<file path="src/rtl/vga_pkg.sv">
`default_nettype none
// ============================================================================
// Module      : vga_pkg
// Description : Shared constants, timing-set record and FSM state encoding
//               for the VGA timing generator.
//                 VGA_MAX_H_WIDTH / VGA_MAX_V_WIDTH : width of one timing field
//                 H_CNT_W / V_CNT_W                 : counter width, wide enough
//                                                     to hold d+f+r+b
//                 vga_timing_t                      : the eight timing fields
//                 vga_tgen_state_e                  : IDLE / REQ / WAIT / RUN
// Revision    : 1.0 - initial release
// ============================================================================
package vga_pkg;

   localparam int VGA_MAX_H_WIDTH = 12;
   localparam int VGA_MAX_V_WIDTH = 11;

   // Two extra bits: the sum of four W-bit fields never exceeds 4*(2^W-1).
   localparam int H_CNT_W = VGA_MAX_H_WIDTH + 2;
   localparam int V_CNT_W = VGA_MAX_V_WIDTH + 2;

   typedef struct packed {
      logic [VGA_MAX_H_WIDTH-1:0] hd;
      logic [VGA_MAX_H_WIDTH-1:0] hf;
      logic [VGA_MAX_H_WIDTH-1:0] hr;
      logic [VGA_MAX_H_WIDTH-1:0] hb;
      logic [VGA_MAX_V_WIDTH-1:0] vd;
      logic [VGA_MAX_V_WIDTH-1:0] vf;
      logic [VGA_MAX_V_WIDTH-1:0] vr;
      logic [VGA_MAX_V_WIDTH-1:0] vb;
   } vga_timing_t;

   typedef enum logic [1:0] {
      ST_IDLE = 2'd0,
      ST_REQ  = 2'd1,
      ST_WAIT = 2'd2,
      ST_RUN  = 2'd3
   } vga_tgen_state_e;

   // A set without display area or without a retrace pulse cannot produce a
   // usable raster; porches may legitimately be zero.
   function automatic logic timing_invalid(input vga_timing_t t);
      return (t.hd == '0) || (t.hr == '0) || (t.vd == '0) || (t.vr == '0);
   endfunction

endpackage : vga_pkg
`default_nettype wire

</file>
<file path="src/rtl/vga_axis_cnt.sv">
`default_nettype none
// ============================================================================
// Module      : vga_axis_cnt
// Description : One raster axis (horizontal or vertical). Counts 0..T-1 with
//               T = d+f+r+b and decodes the display and sync windows
//               (order: display, front porch, retrace, back porch).
// Ports       : clk_i, arstn_i      - clock, async active-low reset
//               i_d/i_f/i_r/i_b     - display / front / retrace / back lengths
//               i_en                - advance the count this cycle
//               i_clr               - force the count to 0 (wins over i_en)
//               o_cnt               - current count
//               o_wrap              - count is at T-1
//               o_act               - count inside the display window
//               o_sync              - count inside the retrace window
// Revision    : 1.0 - initial release
// ============================================================================
module vga_axis_cnt #(
   parameter int FIELD_W = 12,
   parameter int CNT_W   = 14
) (
   input  logic               clk_i,
   input  logic               arstn_i,
   input  logic [FIELD_W-1:0] i_d,
   input  logic [FIELD_W-1:0] i_f,
   input  logic [FIELD_W-1:0] i_r,
   input  logic [FIELD_W-1:0] i_b,
   input  logic               i_en,
   input  logic               i_clr,
   output logic [CNT_W-1:0]   o_cnt,
   output logic               o_wrap,
   output logic               o_act,
   output logic               o_sync
);

   logic [CNT_W-1:0] r_cnt;
   logic [CNT_W-1:0] w_d;
   logic [CNT_W-1:0] w_sync_lo;
   logic [CNT_W-1:0] w_sync_hi;
   logic [CNT_W-1:0] w_total;

   assign w_d       = CNT_W'(i_d);
   assign w_sync_lo = w_d + CNT_W'(i_f);
   assign w_sync_hi = w_sync_lo + CNT_W'(i_r);
   assign w_total   = w_sync_hi + CNT_W'(i_b);

   assign o_wrap = (r_cnt == (w_total - CNT_W'(1)));
   assign o_act  = (r_cnt < w_d);
   assign o_sync = (r_cnt >= w_sync_lo) && (r_cnt < w_sync_hi);
   assign o_cnt  = r_cnt;

   always_ff @(posedge clk_i or negedge arstn_i) begin
      if (!arstn_i) begin
         r_cnt <= '0;
      end else if (i_clr) begin
         r_cnt <= '0;
      end else if (i_en) begin
         r_cnt <= o_wrap ? '0 : r_cnt + CNT_W'(1);
      end
   end

endmodule : vga_axis_cnt
`default_nettype wire

</file>
<file path="src/rtl/vga_timing_gen.sv">
`default_nettype none
// ============================================================================
// Module      : vga_timing_gen
// Description : Fetches a timing set from the resolution memory, then runs the
//               H/V raster counters and drives sync, display enable and pixel
//               coordinates. A new start_i while running is deferred to the
//               end of the current frame so no partial frame is emitted.
//               Optional build macro VGA_TIMING_GEN_FRAME_CNT_EN adds a 16-bit
//               frame counter output (frame_cnt_o).
// Ports       : clk_i, arstn_i     - pixel clock, async active-low reset
//               start_i            - (re)load timings for current resolution
//               req_o / valid_i    - request / data-valid to resolution memory
//               hd_i..hb_i         - horizontal display/front/retrace/back
//               vd_i..vb_i         - vertical display/front/retrace/back
//               hsync_o, vsync_o   - sync outputs (polarity by parameter)
//               de_o, x_o, y_o     - display enable and pixel coordinates
//               frame_start_o      - pulse on pixel (0,0)
//               err_o              - pulse when a timing set is rejected
//               running_o          - raster is running
//               frame_cnt_o        - frames started since last load (option)
// Revision    : 1.0 - initial release
// ============================================================================
module vga_timing_gen
   import vga_pkg::*;
#(
   parameter logic HSYNC_ACTIVE = 1'b1,
   parameter logic VSYNC_ACTIVE = 1'b1
) (
   input  logic                       clk_i,
   input  logic                       arstn_i,
   input  logic                       start_i,
   output logic                       req_o,
   input  logic                       valid_i,
   input  logic [VGA_MAX_H_WIDTH-1:0] hd_i,
   input  logic [VGA_MAX_H_WIDTH-1:0] hf_i,
   input  logic [VGA_MAX_H_WIDTH-1:0] hr_i,
   input  logic [VGA_MAX_H_WIDTH-1:0] hb_i,
   input  logic [VGA_MAX_V_WIDTH-1:0] vd_i,
   input  logic [VGA_MAX_V_WIDTH-1:0] vf_i,
   input  logic [VGA_MAX_V_WIDTH-1:0] vr_i,
   input  logic [VGA_MAX_V_WIDTH-1:0] vb_i,
   output logic                       hsync_o,
   output logic                       vsync_o,
   output logic                       de_o,
   output logic [VGA_MAX_H_WIDTH-1:0] x_o,
   output logic [VGA_MAX_V_WIDTH-1:0] y_o,
   output logic                       frame_start_o,
   output logic                       err_o,
`ifdef VGA_TIMING_GEN_FRAME_CNT_EN
   output logic [15:0]                frame_cnt_o,
`endif
   output logic                       running_o
);

   vga_tgen_state_e            r_state;
   vga_timing_t                r_tim;
   logic                       r_pending;
   logic                       r_req;
   logic                       r_err;
   logic                       r_running;
   logic                       r_hsync;
   logic                       r_vsync;
   logic                       r_de;
   logic                       r_fs;
   logic [VGA_MAX_H_WIDTH-1:0] r_x;
   logic [VGA_MAX_V_WIDTH-1:0] r_y;

   vga_timing_t                w_in;
   logic                       w_run;
   logic                       w_in_bad;
   logic                       w_load;
   logic                       w_frame_end;
   logic                       w_reload;
   logic                       w_running_nxt;
   logic                       w_at_origin;
   logic                       w_de;

   logic [H_CNT_W-1:0]         w_h_cnt;
   logic                       w_h_wrap;
   logic                       w_h_act;
   logic                       w_h_sync;
   logic [V_CNT_W-1:0]         w_v_cnt;
   logic                       w_v_wrap;
   logic                       w_v_act;
   logic                       w_v_sync;

   assign w_in = '{hd: hd_i, hf: hf_i, hr: hr_i, hb: hb_i,
                   vd: vd_i, vf: vf_i, vr: vr_i, vb: vb_i};

   assign w_run       = (r_state == ST_RUN);
   assign w_in_bad    = timing_invalid(w_in);
   assign w_load      = (r_state == ST_WAIT) && valid_i && !w_in_bad;
   assign w_frame_end = w_run && w_h_wrap && w_v_wrap;
   // A start_i landing exactly on the last pixel still triggers the reload.
   assign w_reload    = w_frame_end && (r_pending || start_i);
   assign w_running_nxt = w_load || (w_run && !w_reload);
   // Compare full counter width so the upper counter bits are not dangling.
   assign w_at_origin = (w_h_cnt == '0) && (w_v_cnt == '0);
   assign w_de        = w_h_act && w_v_act;

   // Shadow copy of the timing set. Deliberately not reset: it is always
   // reloaded in WAIT before the counters are allowed to run.
   always_ff @(posedge clk_i) begin
      if ((r_state == ST_WAIT) && valid_i) begin
         r_tim <= w_in;
      end
   end

   vga_axis_cnt #(
      .FIELD_W (VGA_MAX_H_WIDTH),
      .CNT_W   (H_CNT_W)
   ) u_h_cnt (
      .clk_i   (clk_i),
      .arstn_i (arstn_i),
      .i_d     (r_tim.hd),
      .i_f     (r_tim.hf),
      .i_r     (r_tim.hr),
      .i_b     (r_tim.hb),
      .i_en    (w_run),
      .i_clr   (w_load),
      .o_cnt   (w_h_cnt),
      .o_wrap  (w_h_wrap),
      .o_act   (w_h_act),
      .o_sync  (w_h_sync)
   );

   // Vertical axis steps only on the horizontal wrap, so vsync changes there.
   vga_axis_cnt #(
      .FIELD_W (VGA_MAX_V_WIDTH),
      .CNT_W   (V_CNT_W)
   ) u_v_cnt (
      .clk_i   (clk_i),
      .arstn_i (arstn_i),
      .i_d     (r_tim.vd),
      .i_f     (r_tim.vf),
      .i_r     (r_tim.vr),
      .i_b     (r_tim.vb),
      .i_en    (w_run && w_h_wrap),
      .i_clr   (w_load),
      .o_cnt   (w_v_cnt),
      .o_wrap  (w_v_wrap),
      .o_act   (w_v_act),
      .o_sync  (w_v_sync)
   );

   // Control FSM plus registered pixel outputs. Outputs are decoded from the
   // counter values of the current cycle, giving one cycle of latency.
   always_ff @(posedge clk_i or negedge arstn_i) begin
      if (!arstn_i) begin
         r_state   <= ST_IDLE;
         r_pending <= 1'b0;
         r_req     <= 1'b0;
         r_err     <= 1'b0;
         r_running <= 1'b0;
         r_hsync   <= ~HSYNC_ACTIVE;
         r_vsync   <= ~VSYNC_ACTIVE;
         r_de      <= 1'b0;
         r_fs      <= 1'b0;
         r_x       <= '0;
         r_y       <= '0;
      end else begin
         r_req     <= 1'b0;
         r_err     <= 1'b0;
         r_running <= w_running_nxt;

         case (r_state)
            ST_IDLE: begin
               if (start_i) begin
                  r_state <= ST_REQ;
                  r_req   <= 1'b1;
               end
            end
            ST_REQ: begin
               r_state <= ST_WAIT;
            end
            ST_WAIT: begin
               if (valid_i) begin
                  if (w_in_bad) begin
                     r_state <= ST_IDLE;
                     r_err   <= 1'b1;
                  end else begin
                     r_state <= ST_RUN;
                  end
               end
            end
            ST_RUN: begin
               if (w_reload) begin
                  r_state   <= ST_REQ;
                  r_req     <= 1'b1;
                  r_pending <= 1'b0;
               end else if (start_i) begin
                  r_pending <= 1'b1;
               end
            end
            default: begin
               r_state <= ST_IDLE;
            end
         endcase

         if (w_run) begin
            r_de    <= w_de;
            r_hsync <= w_h_sync ? HSYNC_ACTIVE : ~HSYNC_ACTIVE;
            r_vsync <= w_v_sync ? VSYNC_ACTIVE : ~VSYNC_ACTIVE;
            r_fs    <= w_at_origin;
            r_x     <= w_de ? w_h_cnt[VGA_MAX_H_WIDTH-1:0] : '0;
            r_y     <= w_de ? w_v_cnt[VGA_MAX_V_WIDTH-1:0] : '0;
         end else begin
            r_de    <= 1'b0;
            r_hsync <= ~HSYNC_ACTIVE;
            r_vsync <= ~VSYNC_ACTIVE;
            r_fs    <= 1'b0;
            r_x     <= '0;
            r_y     <= '0;
         end
      end
   end

`ifdef VGA_TIMING_GEN_FRAME_CNT_EN
   logic [15:0] r_frame_cnt;

   // Steps together with the frame_start_o register; REQ always precedes
   // WAIT, so clearing in REQ is clearing on entry to WAIT.
   always_ff @(posedge clk_i or negedge arstn_i) begin
      if (!arstn_i) begin
         r_frame_cnt <= '0;
      end else if (r_state == ST_REQ) begin
         r_frame_cnt <= '0;
      end else if (w_run && w_at_origin) begin
         r_frame_cnt <= r_frame_cnt + 16'd1;
      end
   end

   assign frame_cnt_o = r_frame_cnt;
`endif

   assign req_o         = r_req;
   assign err_o         = r_err;
   assign running_o     = r_running;
   assign hsync_o       = r_hsync;
   assign vsync_o       = r_vsync;
   assign de_o          = r_de;
   assign frame_start_o = r_fs;
   assign x_o           = r_x;
   assign y_o           = r_y;

endmodule : vga_timing_gen
`default_nettype wire
</file>
<file path="config.mk">
export PLATFORM = sky130hd
export DESIGN_NAME = vga_timing_gen
export DESIGN_NICKNAME = d
export VERILOG_FILES = /design/src/rtl/vga_pkg.sv /design/src/rtl/vga_axis_cnt.sv /design/src/rtl/vga_timing_gen.sv
export SDC_FILE = /design/constraint.sdc
export NUM_CORES = 1
export LEC_CHECK = 0
export ABC_AREA = 1
export CORE_MARGIN = 5
export CORE_UTILIZATION = 58
export CTS_CLUSTER_DIAMETER = 100
export CTS_CLUSTER_SIZE = 8
export DETAILED_ROUTE_END_ITERATION = 16
export PLACE_DENSITY = 0.83
export SLEW_MARGIN = 20
export SYNTH_ARGS = -nofsm -noshare
export SYNTH_HDL_FRONTEND = slang
export SYNTH_SLANG_ARGS = --single-unit
</file>
<file path="constraint.sdc">
create_clock -name clk_i -period 5.4 [get_ports clk_i]
set_input_delay 1.35 -clock clk_i [delete_from_list [all_inputs] [get_ports clk_i]]
set_output_delay 1.35 -clock clk_i [all_outputs]
set_load 0.005 [all_outputs]
</file>
==> impl_metrics.ini <==
[sta]
tightest_slew_ps = 812
setup_viol = 0
setup_ws_ps = 253
max_freq_ghz = 0.194
fin_skew_ps = 10.5
slew_violations = 0
period_minus_slack_ps = 5150
final_hold_viol_count = 0
layout_worst_path_cycle_share = 0.953
timing.slew.headroom = 0.457

[min_path]
hold_path_depth = 2
worstHoldStart = r_state[0]$_DFFE_PN0P_
hold_class = reg2reg
min_to = r_state[0]$_DFFE_PN0P_

[synth]
synth_flop_cell = edfxtp_1
synth_edf_count = 92
synth_most_common_cell = nand2_1
syn_nets = 1678
synth.top_cells.by_count = nand2_1, inv_1, ha_1
ys_ff_latch = 152
yosysWarnings = 0
synth_area_leaders = edfxtp_1, ha_1, dfrtp_1
netlist_area_sq_mm = 0.0117
ys_seq_area_frac = 0.366
yosysUniqueCellTypes = 54
synth_top_area_frac = 0.237
synth_area_per_cell_sq_um = 8.27
async_flop_share = 0.395
synth_top_area_cell = edfxtp_1
netlist_instances = 1411

[grt]
grt_max_degree = 61
grt_use_total = 0.251
grt_pass1_vias = 9969
grt_pass1_wl_microns = 47900
grt-ovfl-total = 0
antenna_found_initial = 0

[layout]
area_growth_pct = 21.5
drive_gt1_frac = 0.0854
fin_nets = 1835
antennaDiodeCount = 0
post-route-cell-area_sq_mm = 0.0142
fillCellCount = 1506

[clock_tree]
hold_buffers = 0
numCtsBuffers = 17
clock_sinks = 152
root_buffer = clkbuf_16
clockBufferDepth = 2
cts.clk_slew.worst_paths_ps = 60
cts_tree = built
cts.htree.levels = 4
clkLatencyLatePin_ps = 440

[worst_setup_path]
r2r_end = r_state[0]$_DFFE_PN0P_
path_buf_inv = 3
path_delay_family = simple AND/OR/NAND/NOR gates
required_ps = 5720
r2r_start = r_tim[80]$_DFFE_PP_
reg2regPathDepth = 35
worstSetupPathType = reg2reg
worstSetupStartpointType = flip-flop
end_kind = flip-flop
r2r_slack_ps = 250
cp_common_cell = nand2_1
slowest_stage = fa_1
slowest_delay_ps = 370
cp.arrival_ps = 5470
path_max_fanout = 5

[place]
gp_congestion = 0.940
dp_hpwl_microns = 23000
portBuffers = 125
dp_slack_ps = 129
dpl-instance-area_sq_mm = 0.0132

[pwr]
ir_drop_v = 0.000289
power.total_mw = 6.79
leakagePower_nw = 6.84
power.density_mw_per_mm2 = 479

[route]
dr.pass1.iters = 7
ant_nets = 0
drt_iter0_markers = 642
drc = 0
vias = 10100
viasPerCell = 5.48
totalWireLength_microns = 29600
wire_per_inst_microns = 16.0

[floorplan]
core_area_sq_mm = 0.0197
die_w_microns = 152
io-pin-count = 126
die-area_sq_mm = 0.0230
start_util = 0.593
fp.dieH_microns = 152
fp-row-count = 51

[status]
status = finished clean

[job]
cap_violations = 0
==> area by class of cell <==
| cell class | instances | area [sq um] | share of cell area |
|---|---|---|---|
| multi-input cells | 991 | 6580 | 0.464 |
| flip-flops and latches | 152 | 4260 | 0.301 |
| repair buffers | 148 | 1420 | 0.100 |
| inverters | 258 | 970 | 0.0685 |
| clock buffers | 23 | 494 | 0.0349 |
| well taps | 265 | 332 | 0.0234 |
| clock inverters | 9 | 110 | 0.00777 |
==> per-stage QoR <==
stage | std cells | TNS [ps] | hold slack [ps] | util
6_report | 1846 | 0 | 558 | 0.721
5_1_grt | 1846 | -491 | 591 | 0.721
4_1_cts | 1827 | 0 | 548 | 0.703
3_5_place_dp | 1795 | 0 | 514 | 0.672
3_3_place_gp | 1795 | 0 | 497 | 0.672
2_1_floorplan | 1411 | 0 | 484 | -
==> routing by layer <==
layer	routed length, microns	up-vias	track usage	share of wire
met5	0	-	0	0
met2	14200	336	0.424	0.48
met4	813	0	0.0895	0.027
met3	1820	70	0.0349	0.061
li1	-	4980	-	-
met1	12800	4733	0.331	0.43
==> tightest hold or removal path, stage by stage, from the launching register on <==
cell	delay, ps
dfrtp_1	400
nand2_1	80
nand2_1	50
==> layout by cell type, fill, tap and decap left out, drive strengths merged, types with 2 or more instances in the layout <==
master and n:
nand2 316, inv 261, ha 165, clkdlybuf4s50 124, nor2 118, edfxtp 92, nand3 83, a21oi 78
dfrtp 60, xor2 49, o21ai 34, nand4 26, buf 24, clkbuf 23, xnor2 17, o22ai 14
nor3 11, o21bai 10, nor4 9, a31oi 8, o211ai 7, a21boi 7, or2 6, fa 6
o21a 4, o31ai 4, a21o 3, and3 3, clkinv 3, nand3b 2, bufinv 2
==> sequential cells by signal (all words and copies together), names as in the netlist <==
register,count
r_pending,1
req_o,1
frame_start_o,1
de_o,1
r_state,2
running_o,1
hsync_o,1
x_o,12
vsync_o,1
u_v_cnt.o_cnt,13
y_o,11
u_h_cnt.o_cnt,14
err_o,1
r_tim,92
==> cells by family (layout without fill, tap and decap cells) <==
kind of cell | after synthesis | after routing | share of synthesized area
and+or+nand+nor | 576 | 576 | 0.217
buffers and inverters | 268 | 438 | 0.0883
AOI/OAI and AO/OA | 178 | 178 | 0.0924
adders and majority gates | 171 | 171 | 0.187
DFF | 152 | 152 | 0.366
xor gates and xnor gates | 66 | 66 | 0.0496
==> power by group <==
part           internal, mW  switching [mW]  leakage [nW]
clock                 0.744           0.496         0.297
combinational          1.62            2.50          4.88
sequential             1.35          0.0793          1.66
total                  3.71            3.08          6.84
==> worst max path at each step <==
stage                   startpoint                     end  slack (ps)  depth (start not counted)
3_5_place_dp   r_tim[33]$_DFFE_PP_  r_state[0]$_DFFE_PN0P_         130                         31
6_report       r_tim[80]$_DFFE_PP_  r_state[0]$_DFFE_PN0P_         250                         35
2_1_floorplan  r_tim[33]$_DFFE_PP_  r_state[0]$_DFFE_PN0P_         780                         31
3_3_place_gp   r_tim[33]$_DFFE_PP_  r_state[1]$_DFFE_PN0P_         210                         31
4_1_cts        r_tim[33]$_DFFE_PP_  r_state[0]$_DFFE_PN0P_          60                         31
5_1_grt        r_tim[80]$_DFFE_PP_  r_state[0]$_DFFE_PN0P_        -120                         35
==> repair_timing <==
| item | 4_1_cts | 5_1_grt |
|---|---|---|
| hold endpoints to repair | 0 | 0 |
| endpoints found under the setup margin | 0 | 32 |
| gates resized for setup | 0 | 39 |
| setup buffers | 0 | 19 |
No activity file was read; power rests on OpenSTA's default activity.
